<file path="config.mk">
export PLATFORM = sky130hd
export DESIGN_NAME = piso_tx
export DESIGN_NICKNAME = d
export VERILOG_FILES = /design/src/rtl/piso_tx.sv
export SDC_FILE = /design/constraint.sdc
export NUM_CORES = 1
export LEC_CHECK = 0
export CAP_MARGIN = 40
export CORE_MARGIN = 4
export CORE_UTILIZATION = 52
export CTS_BUF_LIST = sky130_fd_sc_hd__clkbuf_2
export CTS_CLUSTER_SIZE = 40
export DETAILED_ROUTE_END_ITERATION = 8
export GPL_ROUTABILITY_DRIVEN = 0
export PLACE_DENSITY = 0.86
export SETUP_SLACK_MARGIN = 0.1
export SLEW_MARGIN = 40
export SYNTH_ARGS = -nofsm -noshare
export SYNTH_HDL_FRONTEND = slang
export SYNTH_SLANG_ARGS = --single-unit
</file>
<file path="constraint.sdc">
create_clock -name clk -period 1.85 [get_ports clk]
set_input_delay 0.185 -clock clk [delete_from_list [all_inputs] [get_ports clk]]
set_output_delay 0.185 -clock clk [all_outputs]
set_load 0.02 [all_outputs]
</file>
<file path="src/rtl/piso_tx.sv">
// piso_tx: parallel-in serial-out transmitter with valid/ready load handshake.
// A captured word is shifted out one bit per clock, MSB or LSB first; a new word
// can be accepted on the final bit cycle so frames run back-to-back with no gap.
// Optional feature: define PISO_PARITY_EN to append an even-parity bit
// (XOR of the captured word) after the data bits, carried in state PARITY.
//
// state  | meaning
// IDLE   | no frame in progress, q/q_valid/done held low, ready for a word
// SHIFT  | data bits on q, cnt counts data bits still to follow the current one
// PARITY | parity bit on q (PISO_PARITY_EN builds only)

module piso_tx #(
  parameter int WIDTH     = 8,
  parameter bit MSB_FIRST = 1'b1
) (
  input  logic             clk,
  input  logic             rst_n,
  input  logic [WIDTH-1:0] din,
  input  logic             load_valid,
  output logic             load_ready,
  output logic             q,
  output logic             q_valid,
  output logic             busy,
  output logic             done
);

  localparam int CW = (WIDTH > 1) ? $clog2(WIDTH) : 1;

`ifdef PISO_PARITY_EN
  typedef enum logic [1:0] {IDLE, SHIFT, PARITY} state_t;
`else
  typedef enum logic [1:0] {IDLE, SHIFT} state_t;
`endif

  state_t           state, state_nxt;
  logic [WIDTH-1:0] shreg, shreg_nxt;
  logic [CW-1:0]    cnt, cnt_nxt;
  logic             q_nxt, q_valid_nxt, done_nxt;
  logic             accept;
`ifdef PISO_PARITY_EN
  logic             par, par_nxt;
`endif

  // Ready while idle or while the last bit of the frame is on q.
  always_comb begin
    load_ready = 1'b0;
    if (state == IDLE) begin
      load_ready = 1'b1;
    end
`ifdef PISO_PARITY_EN
    else if (state == PARITY) begin
      load_ready = 1'b1;
    end
`else
    else if (state == SHIFT && cnt == '0) begin
      load_ready = 1'b1;
    end
`endif
  end

  assign accept = load_valid & load_ready;

  // Next-state and next-output decode; a new word overrides whatever the frame would do.
  always_comb begin
    state_nxt   = state;
    shreg_nxt   = shreg;
    cnt_nxt     = cnt;
    q_nxt       = 1'b0;
    q_valid_nxt = 1'b0;
    done_nxt    = 1'b0;
`ifdef PISO_PARITY_EN
    par_nxt     = par;
`endif
    case (state)
      SHIFT: begin
        if (cnt != '0) begin
          q_nxt       = MSB_FIRST ? shreg[WIDTH-1] : shreg[0];
          shreg_nxt   = MSB_FIRST ? (shreg << 1) : (shreg >> 1);
          cnt_nxt     = cnt - 1'b1;
          q_valid_nxt = 1'b1;
`ifndef PISO_PARITY_EN
          done_nxt    = (cnt == CW'(1));
`endif
        end else begin
`ifdef PISO_PARITY_EN
          state_nxt   = PARITY;
          q_nxt       = par;
          q_valid_nxt = 1'b1;
          done_nxt    = 1'b1;
`else
          state_nxt   = IDLE;
`endif
        end
      end
`ifdef PISO_PARITY_EN
      PARITY: begin
        state_nxt = IDLE;
      end
`endif
      default: begin
        state_nxt = IDLE;
      end
    endcase
    if (accept) begin
      state_nxt   = SHIFT;
      q_nxt       = MSB_FIRST ? din[WIDTH-1] : din[0];
      shreg_nxt   = MSB_FIRST ? (din << 1) : (din >> 1);
      cnt_nxt     = CW'(WIDTH - 1);
      q_valid_nxt = 1'b1;
      done_nxt    = 1'b0;
`ifdef PISO_PARITY_EN
      par_nxt     = ^din;
`endif
    end
  end

  // State and registered outputs; reset clears everything immediately.
  always_ff @(posedge clk or negedge rst_n) begin
    if (!rst_n) begin
      state   <= IDLE;
      shreg   <= '0;
      cnt     <= '0;
      q       <= 1'b0;
      q_valid <= 1'b0;
      busy    <= 1'b0;
      done    <= 1'b0;
`ifdef PISO_PARITY_EN
      par     <= 1'b0;
`endif
    end else begin
      state   <= state_nxt;
      shreg   <= shreg_nxt;
      cnt     <= cnt_nxt;
      q       <= q_nxt;
      q_valid <= q_valid_nxt;
      busy    <= (state_nxt != IDLE);
      done    <= done_nxt;
`ifdef PISO_PARITY_EN
      par     <= par_nxt;
`endif
    end
  end

endmodule
</file>
==> results of run 1 <==
-- cells by family (layout without fill, tap and decap cells) --
| kind of cell | after synthesis | count (layout) |
|---|---|---|
| AOI/OAI and AO/OA | 21 | 21 |
| buffers and inverters | 18 | 37 |
| other | 1 | 1 |
| DFF | 16 | 16 |
| and+or+nand+nor | 17 | 17 |
| adders and majority gates | 3 | 3 |
-- worst paths after layout --
path | from | endpoint | slack [ns] | depth (start not counted)
setup / recovery | cnt[1] | load_ready | 0.25 | 6
hold / removal | rst_n | shreg[7] | 0.17 | 1
setup reg to reg | cnt[1] | shreg[6] | 0.31 | 6
hold reg to reg | shreg[1] | shreg[1] | 0.52 | 1
max in group asynchronous | rst_n | state[0] | 1.22 | 2
min in group clk | shreg[1] | shreg[1] | 0.52 | 1
-- stage by stage --
stage          instance area (um2)  setup WS [ns]  total power (W)  cells  utilization
5_1_grt                       1030          0.135         0.000875    111        0.684
3_3_place_gp                  1000          0.108         0.000664    108        0.667
2_1_floorplan                  831          0.263         0.000600     76            -
4_1_cts                       1020          0.170         0.000818    111        0.675
3_5_place_dp                  1000         0.0490         0.000675    108        0.667
6_report                      1030          0.247         0.000822    111        0.684
-- flip-flops by register name, summed over array words and instances, names as in the netlist --
| signal | count |
|---|---|
| done | 1 |
| shreg | 7 |
| cnt | 3 |
| q | 1 |
| busy | 1 |
| q_valid | 1 |
| state | 2 |
-- layout make-up --
class / count / area [um2]
repair buffers: 21 / 193
multi-input cells: 42 / 353
well taps: 16 / 20.0
clock buffers: 3 / 15.0
inverters: 13 / 48.8
flip-flops and latches: 16 / 400
fillers: 115 / 477
-- repair_timing --
item / CTS / global route
pin swaps: 0 / 0
resized for setup: 5 / 3
gates cloned: 0 / 0
setup buffers: 0 / 0
hold buffers: 0 / 0
setup endpoints to repair: 1 / 1
-- cells in the final DEF (no fill, tap or decap), drive strengths merged --
cell / instances
nand3: 1
dfrtp: 16
ha: 3
nor4b: 1
a221oi: 6
a32oi: 1
o31a: 1
or2: 1
o21ai: 2
nand3b: 1
o21bai: 1
and2: 1
conb: 1
a211oi: 6
clkdlybuf4s50: 14
nand2b: 2
nor3b: 1
a21oi: 1
nor2: 7
a2bb2oi: 1
clkbuf: 3
buf: 7
a32o: 1
nand2: 2
inv: 13
a21o: 1
-- power breakdown --
group          switching (W)  internal (W)
Clock               0.000101     0.0000442
Combinational       0.000109      0.000122
Sequential         0.0000416      0.000404
-- critical path, delay by kind of cell, from the launching register on --
family	cells	cell delay (ns)
flip-flops	1	0.38
buffers and inverters	2	0.30
AND/OR/NAND/NOR	3	0.29
adder cells (fa/ha/maj)	1	0.17
-- layer usage --
layer / share of wire / wire, um / vias to the layer above / global-route usage
met4: 0.015 / 23 / 0 / 0.0484
met3: 0.047 / 73 / 6 / 0.0338
met5: 0 / 0 / - / 0
met1: 0.45 / 689 / 289 / 0.200
met2: 0.49 / 752 / 13 / 0.269
li1: - / - / 301 / -
==> impl_metrics.yaml, run 1 <==
critical_path:
  critical_path_required_ns: 1.66
  max_incr_delay_on_cp_ns: 0.38
  worst_path_max_delay_cell: "sky130_fd_sc_hd__dfrtp_1"
  critical_path.max_fanout: 4
  worst_setup_path_end_kind: "output pin"
  startpoint_type: "register"
  worstPathCellList: "inv_1 -> ha_4 -> nand2b_4 -> and2_4 -> nor2_1 -> buf_4"
  critPathKind: "register to output pin"
  cp.arrival_ns: 1.42
logic_synthesis:
  asyncSetResetFlopFracSynth: 1.00
  synthDistinctLibCells: 26
  postSynthRegisterBits: 16
  synth.avg_cell_area_um2: 10.9
  yosysTopAreaCellShare: 0.482
  post_synth_main_area_contributors: "sky130_fd_sc_hd__dfrtp_1 (48%), sky130_fd_sc_hd__a221oi_2 (11%), sky130_fd_sc_hd__inv_1 (5.9%)"
  synth_top_family_by_area: "compound AO/OA/AOI/OAI gates"
  area_fraction_in_compound_gates_after_synthesis: 0.242
  muxShareOfSynthArea: 0
  synth-edff-count: 0
  netlist_instances: 76
  synth_nets: 90
  synth-xor-area-share: 0
  synth.yosys.warnings: 0
  synth_top_cell_by_area: "sky130_fd_sc_hd__dfrtp_1"
  synthMostInstantiatedCell: "sky130_fd_sc_hd__dfrtp_1"
  syn_area_um2: 831
  synth-seq-area-share: 0.482
  dominantRegCellSynth: "sky130_fd_sc_hd__dfrtp_1"
  synth_area_in_adders: 0.0452
  netlist_top_cells_count: "sky130_fd_sc_hd__dfrtp_1 (16), sky130_fd_sc_hd__inv_1 (13), sky130_fd_sc_hd__nor2_1 (7)"
  synth_simple_gate_area_share: 0.117
sta:
  final.hold.worst_slack_ns: 0.174
  worst_clock_skew_on_the_final_layout_ns: 0.00506
  rsz0062_at_grt: "false"
  timing.final.hold_violations: 0
  timing.final.crit_share: 0.866
  timing_max_transition_violations_final: 0
  final-setup-viol-count: 0
  tns_ns: 0
  max_freq_ghz: 0.624
  post-route-min-period_ns: 1.60
global_route:
  grt_max_degree: 12
  first_global_vias: 609
  grt_pass1_wl_um: 2560
  track_usage: 0.159
  grt-ovfl-total: 0
  number_of_antenna_violations_at_the_first_check_in_global_routing: 0
place:
  port_buffers: 15
  place_hpwl_um: 1140
routing:
  dr_total_vias: 609
  wirelength_um: 1540
  drt_iter0_markers: 3
  drt-pass1-iter-count: 4
  avgViaCountPerCell: 5.49
  drc: 0
  routedWlPerCell_um: 13.9
  antenna_left: 0
floorplan:
  core_area_um2: 1510
  floorplan.die_area_um2: 2300
  die_width_um: 48.0
  die_height_um: 48.0
  num_io_pins: 16
  floorplan.initialDensity: 0.551
  fp-row-count: 14
power:
  p_leak_nw: 0.485
  peakVddDrop_mv: 0.615
  pwr_density_cell_nw_per_um2: 798
flow_run:
  drv_cap: 0
clock_tree:
  clockBufferDepth: 2
  clk_pin_slew_worst_paths_ns: 0.14
  cts_inserted_buffers: 3
  clock_tree.root_cell: "sky130_fd_sc_hd__clkbuf_2"
  cts_htree_levels: 1
  clock_sinks: 16
  clk-insertion-delay-late_ns: 0.28
  cts_tree: "done"
layout:
  final_net_count: 111
  drive_above_1_share: 0.211
  area_delta_synth_final_pct: 23.9
  diodes: 0
hold_path:
  hold_path_class: "input pin to async pin"
status:
  status: "complete, no violations"
Note: power is estimated with default switching activity, not from simulation.
==> run 2: changes to the inputs <==
CORE_UTILIZATION = 38   (was 52)
HOLD_SLACK_MARGIN = 0.03   (was default)
PLACE_DENSITY = 0.68   (was 0.86)
==> impl_metrics.yaml, run 2 (same netlist as run 1, synthesis figures left out) <==
sta:
  post-route-worst-setup-slack_ns: 0.236
  final-setup-viol-count: 0
  max_freq_ghz: 0.620
  timing.final.crit_share: 0.872
  post-route-min-period_ns: 1.61
  rsz0062_at_grt: "false"
  worst_clock_skew_on_the_final_layout_ns: 0.00363
  timing_max_transition_violations_final: 0
  timing.final.hold_violations: 0
  tns_ns: 0
critical_path:
  r2r-end: "shreg[3]"
  critical_path_required_ns: 1.66
  critPathKind: "register to output pin"
  startpoint_type: "register"
  timing.rr.start: "cnt[0]"
  startpoint: "cnt[1]"
  cp.arrival_ns: 1.43
  critical_path.max_fanout: 4
  rr_worst_depth: 6
  worstSetupEndpoint: "load_ready"
  worst_setup_path_end_kind: "output pin"
  r2r_slack_ns: 0.24
layout:
  reg_top3: "shreg x7, cnt x3, state x2"
  diodes: 0
  largest_reg_flops: 7
  layout.cells.most_common: "sky130_fd_sc_hd__dfrtp_1"
  layout.filler_cells: 200
  layout_common_cells: "sky130_fd_sc_hd__dfrtp_1 (16), sky130_fd_sc_hd__clkdlybuf4s50_1 (14), sky130_fd_sc_hd__inv_1 (12), sky130_fd_sc_hd__buf_4 (9), sky130_fd_sc_hd__nor2_1 (7)"
  registers.top_by_ff_count: "shreg"
  final_net_count: 113
  area_delta_synth_final_pct: 26.7
  drive_above_1_share: 0.224
  final_core_utilization: 0.520
power:
  fraction_of_power_spent_switching_nets: 0.306
  seq_power_share: 0.532
  design_power_total_w: 0.000832
  clkPwrFrac: 0.185
  comb_power_share: 0.283
  intPower_w: 0.000577
  pwr_density_cell_nw_per_um2: 791
  peakVddDrop_mv: 0.379
  p_leak_nw: 0.495
  power.switching_w: 0.000254
status:
  status: "complete, no violations"
floorplan:
  floorplan.die_area_um2: 3000
  core_area_um2: 2020
  die_width_um: 54.8
  fp-row-count: 16
  floorplan.initialDensity: 0.411
  die_height_um: 54.8
  num_io_pins: 16
flow_run:
  drv_cap: 0
clock_tree:
  postCtsHoldBufs: 0
  clk-insertion-delay-late_ns: 0.27
  clk_pin_slew_worst_paths_ns: 0.15
  cts_inserted_buffers: 3
  clock_tree.root_cell: "sky130_fd_sc_hd__clkbuf_2"
  cts_tree: "done"
  cts_htree_levels: 1
  clock_sinks: 16
  clockBufferDepth: 2
routing:
  dr_total_vias: 605
  avgViaCountPerCell: 4.84
  wirelength_um: 1550
  drt_iter0_markers: 12
  antenna_left: 0
  drc: 0
  drt-pass1-iter-count: 2
  routedWlPerCell_um: 12.4
hold_path:
  hold_path_class: "input pin to async pin"
global_route:
  groute.layer.met3.usage: 0.0245
  top_usage_layer: "met2"
  grt_max_degree: 17
  grt-ovfl-total: 0
  global_routing_met1_resource_utilization: 0.144
  track_usage: 0.116
  first_global_vias: 569
  grt_pass1_wl_um: 2460
  number_of_antenna_violations_at_the_first_check_in_global_routing: 0
  grt_util_met2: 0.191
place:
  port_buffers: 15
  place_hpwl_um: 1180
  dp_worst_setup_slack_ns: 0.0486
## run 2: cell types whose count changed in the layout (fill, tap and decap cells not counted)
cell / change
sky130_fd_sc_hd__buf_4: +2
sky130_fd_sc_hd__ha_2: +1
sky130_fd_sc_hd__clkinv_1: +1
sky130_fd_sc_hd__ha_4: -1
## run 2: power by group through the flow
stage / registers, W / clock network (W) / logic, W
6_report: 0.000442 / 0.000154 / 0.000236
5_1_grt: 0.000449 / 0.000168 / 0.000261
4_1_cts: 0.000442 / 0.000163 / 0.000231
3_5_place_dp: 0.000449 / 0 / 0.000231
3_3_place_gp: 0.000446 / 0 / 0.000225
2_1_floorplan: 0.000445 / 0 / 0.000154
## run 2: timing repair
item,4_1_cts,5_1_grt
setup endpoints to repair,1,1
gates resized for setup,5,2
buffers inserted,0,1
endpoints found under the hold margin,0,0
## run 2: worst min path at each step
stage                  start  endpoint  slack, ns
finish                 rst_n      busy       0.20
global route           rst_n  state[1]       0.20
CTS                    rst_n   q_valid       0.19
detailed placement  shreg[1]  shreg[1]       0.50
global placement    shreg[1]  shreg[1]       0.48
floorplan              rst_n      busy      -0.11
## run 2: worst max-delay path, stage by stage, from the launching register on
cell	delay, ns
sky130_fd_sc_hd__dfrtp_1	0.39
sky130_fd_sc_hd__inv_1	0.11
sky130_fd_sc_hd__ha_2	0.22
sky130_fd_sc_hd__nand2b_4	0.05
sky130_fd_sc_hd__and2_4	0.15
sky130_fd_sc_hd__nor2_1	0.09
sky130_fd_sc_hd__buf_4	0.15
## run 2: metrics by stage
step / cell area (um2) / cells / hold slack [ns]
detailed placement: 1030 / 120 / 0.503
finish: 1050 / 125 / 0.201
global placement: 1030 / 120 / 0.479
CTS: 1040 / 124 / 0.185
floorplan: 831 / 76 / -0.111
global route: 1050 / 125 / 0.204
## run 2: area by class of cell
class                      count  area (um2)  area share
sequential                    16         400       0.380
tap                           27        33.8      0.0321
inverter                      13        48.8      0.0464
clock buffer                   3        15.0      0.0143
multi-input combinational     42         343       0.326
timing repair buffer          23         208       0.197
clock inverter                 1        3.75     0.00357
## run 2: per-layer routing
layer	wire length [um]	share of wire
met5	0	0
met4	7	0.0045
met3	70	0.045
met2	774	0.50
met1	698	0.45
